--- config.mk ---
export PLATFORM = sky130hd
export DESIGN_NAME = dp_sequencer
export DESIGN_NICKNAME = d
export VERILOG_FILES = /design/src/rtl/dp_pkg.sv /design/src/rtl/dp_decode.sv /design/src/rtl/dp_sequencer.sv
export SDC_FILE = /design/constraint.sdc
export NUM_CORES = 1
export LEC_CHECK = 0
export BUFFER_PORTS_ARGS = -buffer_cell sky130_fd_sc_hd__buf_2
export CAP_MARGIN = 15
export CELL_PAD_IN_SITES_DETAIL_PLACEMENT = 1
export CELL_PAD_IN_SITES_GLOBAL_PLACEMENT = 2
export CORE_MARGIN = 2
export CORE_UTILIZATION = 24
export CTS_CLUSTER_SIZE = 40
export DETAILED_ROUTE_END_ITERATION = 10
export PLACE_DENSITY = 0.92
export SYNTH_ARGS = -nofsm -noshare
export SYNTH_HDL_FRONTEND = slang
export SYNTH_SLANG_ARGS = --single-unit
--- constraint.sdc ---
create_clock -name clk -period 5.8 [get_ports clk]
set_clock_uncertainty 0.2 [all_clocks]
set_input_delay 0.58 -clock clk [delete_from_list [all_inputs] [get_ports clk]]
set_output_delay 0.58 -clock clk [all_outputs]
set_load 0.02 [all_outputs]
--- src/rtl/dp_pkg.sv ---
// Shared definitions for the 4-bit datapath sequencer: opcodes, FSM states,
// instruction field positions and a register-readback helper.
package dp_pkg;

  localparam int INSTR_W = 10;

  localparam logic [1:0] OP_LDI = 2'b00;
  localparam logic [1:0] OP_ALU = 2'b01;
  localparam logic [1:0] OP_BRZ = 2'b10;
  localparam logic [1:0] OP_HLT = 2'b11;

  localparam int OP_MSB  = 9;
  localparam int OP_LSB  = 8;
  localparam int RW_MSB  = 7;
  localparam int RW_LSB  = 6;
  localparam int RA_MSB  = 5;
  localparam int RA_LSB  = 4;
  localparam int RB_MSB  = 3;
  localparam int RB_LSB  = 2;
  localparam int AOP_BIT = 0;
  localparam int IMM_MSB = 3;
  localparam int IMM_LSB = 0;

  typedef enum logic [1:0] {
    S_IDLE  = 2'd0,
    S_FETCH = 2'd1,
    S_EXEC  = 2'd2,
    S_HALT  = 2'd3
  } state_t;

  typedef enum logic [1:0] {
    PC_HOLD   = 2'd0,
    PC_INC    = 2'd1,
    PC_TARGET = 2'd2
  } pc_sel_t;

  function automatic logic [3:0] reg_pick(input logic [1:0] sel,
                                          input logic [3:0] r0, input logic [3:0] r1,
                                          input logic [3:0] r2, input logic [3:0] r3);
    case (sel)
      2'd0:    reg_pick = r0;
      2'd1:    reg_pick = r1;
      2'd2:    reg_pick = r2;
      default: reg_pick = r3;
    endcase
  endfunction

endpackage

--- src/rtl/dp_decode.sv ---
// Combinational instruction decode: drives datapath controls only while in EXEC
// and tells the sequencer how the PC moves next.
module dp_decode
  import dp_pkg::*;
(
  input  logic [INSTR_W-1:0] instr,
  input  logic               in_exec,
  input  logic [3:0]         r0,
  input  logic [3:0]         r1,
  input  logic [3:0]         r2,
  input  logic [3:0]         r3,
  output logic [1:0]         sel_a,
  output logic [1:0]         sel_b,
  output logic [1:0]         sel_w,
  output logic [3:0]         imm,
  output logic               sel_data,
  output logic               write_en,
  output logic               alu_op,
  output logic [3:0]         target,
  output logic               br_taken,
  output pc_sel_t            pc_sel
);

  logic [1:0] opcode;
  logic       rs_zero;

  assign opcode  = instr[OP_MSB:OP_LSB];
  assign target  = instr[IMM_MSB:IMM_LSB];
  assign rs_zero = (reg_pick(instr[RW_MSB:RW_LSB], r0, r1, r2, r3) == 4'h0);

  always_comb begin
    sel_a    = 2'd0;
    sel_b    = 2'd0;
    sel_w    = 2'd0;
    imm      = 4'h0;
    sel_data = 1'b0;
    write_en = 1'b0;
    alu_op   = 1'b0;
    br_taken = 1'b0;
    pc_sel   = PC_HOLD;
    if (in_exec) begin
      case (opcode)
        OP_LDI: begin
          sel_w    = instr[RW_MSB:RW_LSB];
          imm      = instr[IMM_MSB:IMM_LSB];
          sel_data = 1'b1;
          write_en = 1'b1;
          pc_sel   = PC_INC;
        end
        OP_ALU: begin
          sel_a    = instr[RA_MSB:RA_LSB];
          sel_b    = instr[RB_MSB:RB_LSB];
          sel_w    = instr[RW_MSB:RW_LSB];
          alu_op   = instr[AOP_BIT];
          write_en = 1'b1;
          pc_sel   = PC_INC;
        end
        OP_BRZ: begin
          br_taken = rs_zero;
          pc_sel   = rs_zero ? PC_TARGET : PC_INC;
        end
        default: pc_sel = PC_HOLD;
      endcase
    end
  end

endmodule

--- src/rtl/dp_sequencer.sv ---
// Top-level controller for the 4-bit datapath: fetches from a synchronous ROM,
// decodes, sequences PC and counts retired instructions.
module dp_sequencer
  import dp_pkg::*;
#(
  parameter logic [3:0] START_ADDR = 4'd0,
  parameter int         CNT_W      = 8
) (
  input  logic             clk,
  input  logic             rst,
  input  logic             start,
  output logic [3:0]       imem_addr,
  input  logic [9:0]       imem_data,
  input  logic [3:0]       R3,
  input  logic [3:0]       R2,
  input  logic [3:0]       R1,
  input  logic [3:0]       R0,
  output logic [1:0]       SEL_A,
  output logic [1:0]       SEL_B,
  output logic [1:0]       SEL_W,
  output logic [3:0]       IMM,
  output logic             sel_data,
  output logic             write_en,
  output logic             alu_op,
  output logic             busy,
  output logic             done,
  output logic [CNT_W-1:0] icount
);

  state_t     state;
  logic [3:0] pc;
  logic [3:0] target;
  logic       br_taken;
  pc_sel_t    pc_sel;

  dp_decode u_decode (
    .instr    (imem_data),
    .in_exec  (state == S_EXEC),
    .r0       (R0),
    .r1       (R1),
    .r2       (R2),
    .r3       (R3),
    .sel_a    (SEL_A),
    .sel_b    (SEL_B),
    .sel_w    (SEL_W),
    .imm      (IMM),
    .sel_data (sel_data),
    .write_en (write_en),
    .alu_op   (alu_op),
    .target   (target),
    .br_taken (br_taken),
    .pc_sel   (pc_sel)
  );

  assign imem_addr = pc;
  assign busy      = (state == S_FETCH) || (state == S_EXEC);
  assign done      = (state == S_HALT);

  always_ff @(posedge clk) begin
    if (rst) begin
      state  <= S_IDLE;
      pc     <= START_ADDR;
      icount <= '0;
    end else begin
      case (state)
        S_IDLE, S_HALT: begin
          if (start) begin
            pc     <= START_ADDR;
            icount <= '0;
            state  <= S_FETCH;
          end
        end
        S_FETCH: state <= S_EXEC;
        S_EXEC: begin
          // Count saturates so long runs never read back as a small number.
          if (icount != {CNT_W{1'b1}}) icount <= icount + CNT_W'(1);
          if (pc_sel == PC_HOLD) begin
            state <= S_HALT;
          end else begin
            state <= S_FETCH;
            pc    <= br_taken ? target : pc + 4'd1;
          end
        end
        default: state <= S_IDLE;
      endcase
    end
  end

endmodule
==> results.md <==
| Step | Metric | Value |
|:---|:---|:---|
| synthesis | Yosys warning count | 0 |
| sta | Total count of max-transition violations in the final report | 0 |
| clock tree | Count of clock tree sinks | 14 |
| critical path | Crit path max-delay family | simple AND/OR/NAND/NOR gates |
| clock tree | Post-CTS Resized | 0 |
| route | WL/cell | 13.08 um |
| sta | Unrepaired setup endpoints after global routing | no |
| grt | Total global routing track utilization | 13.73% |
| floorplanning | Horizontal die dimension | 66.03 um |
| synthesis | Post-Synthesis Cell Area | 923.4 sq um |
| power and ir drop | Worst supply voltage drop on vdd | 169.3 uV |
| sta | Highest Clock Rate | 353.5 MHz |
| floorplanning | Vertical die dimension | 66.03 um |
| final layout | Count of nets after finishing | 201 |
| critical path | Launch point of the worst path | state[0] |
| clock tree | Clock buffers created by TritonCTS | 3 |
| synthesis | Share of synthesized registers carrying an async set or reset | 0% |
| synthesis | Synth Instances | 109 |
| placed design | Final weighted congestion of routability-driven global placement | 0.7788 |
| sta | Worst Max-Slew Pin Slew | 560.2 ps |
| placed design | Number of port buffers | 55 |
| run | Max cap viols | 0 |
| grt | Number of global-route vias before repair | 1036 |
| synthesis | Count of unique library cells instantiated by Yosys | 32 |
| critical path | Endpoint required time on the critical path | 5020 ps |
| grt | Initial antenna violation count | 0 |
| critical path | Critical path's slowest cell | nor2b_1 |
| synthesis | Fraction of synthesized cell area taken by the top area cell type | 30.35% |
| final layout | Share of final-layout standard cells stronger than drive strength 1 | 37.95% |
| route | Number of vias after detailed routing | 1037 |
| critical path | Critical Path Source Type | flop |
| critical path | Arrival time of the worst setup path | 2050 ps |
| synthesis | Net Count, Synth | 143 |
| placed design | HPWL after detailed placement | 2376 um |
| power and ir drop | Power Density | 306.8 nW/um^2 |
| synthesis | Flip-flop cell with the highest count after synthesis | dfxtp_1 |
| synthesis | Number of synthesized register bits | 14 |
| floorplanning | I/O pin count | 56 |
| critical path | Logic depth of the worst path, buffers included | 6 |
| route | First-pass iteration count of the detailed router | 4 |
| clock tree | Max Buffers Root-to-Sink | 2 |
| route | Remaining routing DRC violations | 0 |
| floorplanning | Number of placement rows | 22 |
| sta | Final count of hold timing violations | 0 |
| clock tree | CTS Root Buffer Type | clkbuf_8 |
| route | Number of nets with antenna violations after detailed routing | 0 |
| floorplanning | Starting density of the core | 25.03% |
| critical path | Most used cell along the critical path | nor2b_1 |
| critical path | Worst flop-to-flop path startpoint | state[0] |
| clock tree | Clock latency of the later-clocked register in the worst-skew pair | 240 ps |
| critical path | Ordered cell list for the critical path | inv_1 > ha_1 > nor2b_1 > nor2b_1 > and2_1 > buf_2 |
| critical path | Reg2Reg Setup Slack | 3620 ps |
| clock tree | CTS tree | built |
| floorplanning | Placeable core area | 3689 sq um |
| critical path | Crit-path max cell delay | 410 ps |
| grt | Wire length of the first global-routing pass | 4636 um |
| sta | Final setup TNS | 0 ps |
| critical path | Type of the setup path with the least slack | reg -> out |
| floorplanning | DIE AREA | 4359 sq um |
| final layout | Final design utilization | 35.38% |
| clock tree | Maximum level of the CTS H-tree | 1 |
| sta | Period minus WS final | 2829 ps |
| critical path | Sum of buffers and inverters on the critical path | 2 |
| grt | Largest net degree at the start of global routing | 11 |
| critical path | Worst Setup EP | IMM[0] |
| critical path | Cells on worst reg2reg path | 7 |
| route | Final wirelength | 2799 um |
| critical path | Critical path capture point type | output pin |
| clock tree | Number of buffers added for setup after CTS | 0 |
| worst hold path | Worst hold path class | reg -> reg |
| clock tree | Cts-stage hold buffer count | 0 |
| status | Result of the run | finished, final reports clean |
| final layout | Antenna Diode Count | 0 |
| sta | Endpoints failing setup | 0 |
| synthesis | Post-synth EDFFs | 0 |
| critical path | RR Endpoint | icount[4] |
| route | Post-detailed-route via-to-cell ratio | 4.846 |
| sta | Relative slew slack | 62.57% |
| power and ir drop | Leakage power of the design | 0.6931 nW |
| synthesis | Top post-synthesis cells by area | dfxtp_1 (30%), ha_1 (6.8%), mux2i_1 (5.4%), and2_1 (4.7%), and3_1 (4.1%) |
| synthesis | Sequential share of the synthesized area | 30.35% |
| route | Iter 0 DRT Violations | 28 |
| clock tree | Clock slew at reported path FFs | 60 ps |
| synthesis | Mean Syn Cell Area | 8.471 sq um |
| sta | Share of the cycle needed by the critical path after routing | 48.78% |
| critical path | Highest net fanout along the worst path | 9 |
| final layout | Layout area overhead | 41.33% |
| grt | Overflow left after global routing | 0 |
| synthesis | Cell type with the largest total area after synthesis | dfxtp_1 |
## cell type report
class	instances	area, sq um
flip-flops and latches	14	280.3
multi-input cells	86	608.1
repair buffers	55	275.3
clock buffers	4	55.05
fillers	490	2384
well taps	48	60.06
inverters	7	26.28
## layout by cell type (no fill, tap or decap)
cell type	instances
xor2_1	2
nand2_1	7
a211oi_1	1
and2_1	7
a31oi_1	2
dfxtp_1	14
a21oi_1	4
nand4b_1	1
ha_1	5
nor3_1	3
and3_1	6
o21bai_1	1
nand4b_2	1
or2b_1	1
o22ai_1	2
or3_1	1
o21ai_0	4
mux2i_1	5
buf_2	55
a311oi_1	1
inv_1	7
a31o_4	1
xnor2_1	3
clkbuf_8	4
nor2_1	10
and3_4	1
nor4_4	1
nor2b_1	4
nand3_1	5
nor4_1	5
mux4_1	1
nor3b_1	1
## worst register-to-register path, delay by kind of cell, from the launching register on
kind	cells	cell delay [ps]
compound gates	1	190
xor+xnor	1	150
fa+ha+maj	1	370
buf+inv	1	60
flops	1	380
mux	1	500
simple gates	2	200
## per-layer routing
layer  GRT usage [%]  part of all wire, %
met5               0                    0
met4           2.296                    0
met3           3.578                  9.2
met2           24.75                   50
met1           16.51                   41
## flip-flops by register name, indices dropped and copies added (netlist names)
register   flops
imem_addr      4
icount         8
state          2
## synth_stat cells, types with 4 or more instances
cell type and instances:
and2_1 7, nor2_1 10, dfxtp_1 14, nand2_1 7
nand3_1 5, inv_1 7, and3_1 6, ha_1 5
a21oi_1 4, nor4_1 5, o21ai_0 4, nor2b_1 4
mux2i_1 5
## worst min path at each step
| stage | start | endpoint | depth (start not counted) |
|---|---|---|---|
| global route | imem_addr[3] | imem_addr[3] | 2 |
| CTS | imem_addr[3] | imem_addr[3] | 2 |
| floorplan | state[0] | state[0] | 2 |
| finish | imem_addr[3] | imem_addr[3] | 2 |
| detailed placement | imem_addr[3] | imem_addr[3] | 2 |
| global placement | imem_addr[3] | imem_addr[3] | 2 |
## through the flow
stage	setup slack [ps]	hold slack [ps]	cells	area (sq um)	total power, W
after floorplan	3119	305.5	109	923.4	0.0002497
after global placement	3364	254.9	210	1250	0.0002976
after detailed placement	3252	272.2	210	1250	0.0003074
after CTS	2973	284.3	214	1305	0.0004071
after global routing	2768	335.1	214	1305	0.0004320
final	2971	293.1	214	1305	0.0004004
## report_power, final
part           internal (W)  switching (W)  leakage [nW]
logic             0.0000709       0.000113         0.551
clock network     0.0000601      0.0000367        0.0288
registers          0.000108      0.0000121         0.113
total              0.000239       0.000162         0.693
## kinds of logic after synthesis
logic type	count (synthesis)	synth area share, %
AOI/OAI and AO/OA	16	11.52
xor gates and xnor gates	5	4.743
adders and majority gates	5	6.775
buffers and inverters	9	3.794
DFF	14	30.35
muxes	6	8.266
and+or+nand+nor	54	34.55
(Power assumes the default switching activity.)
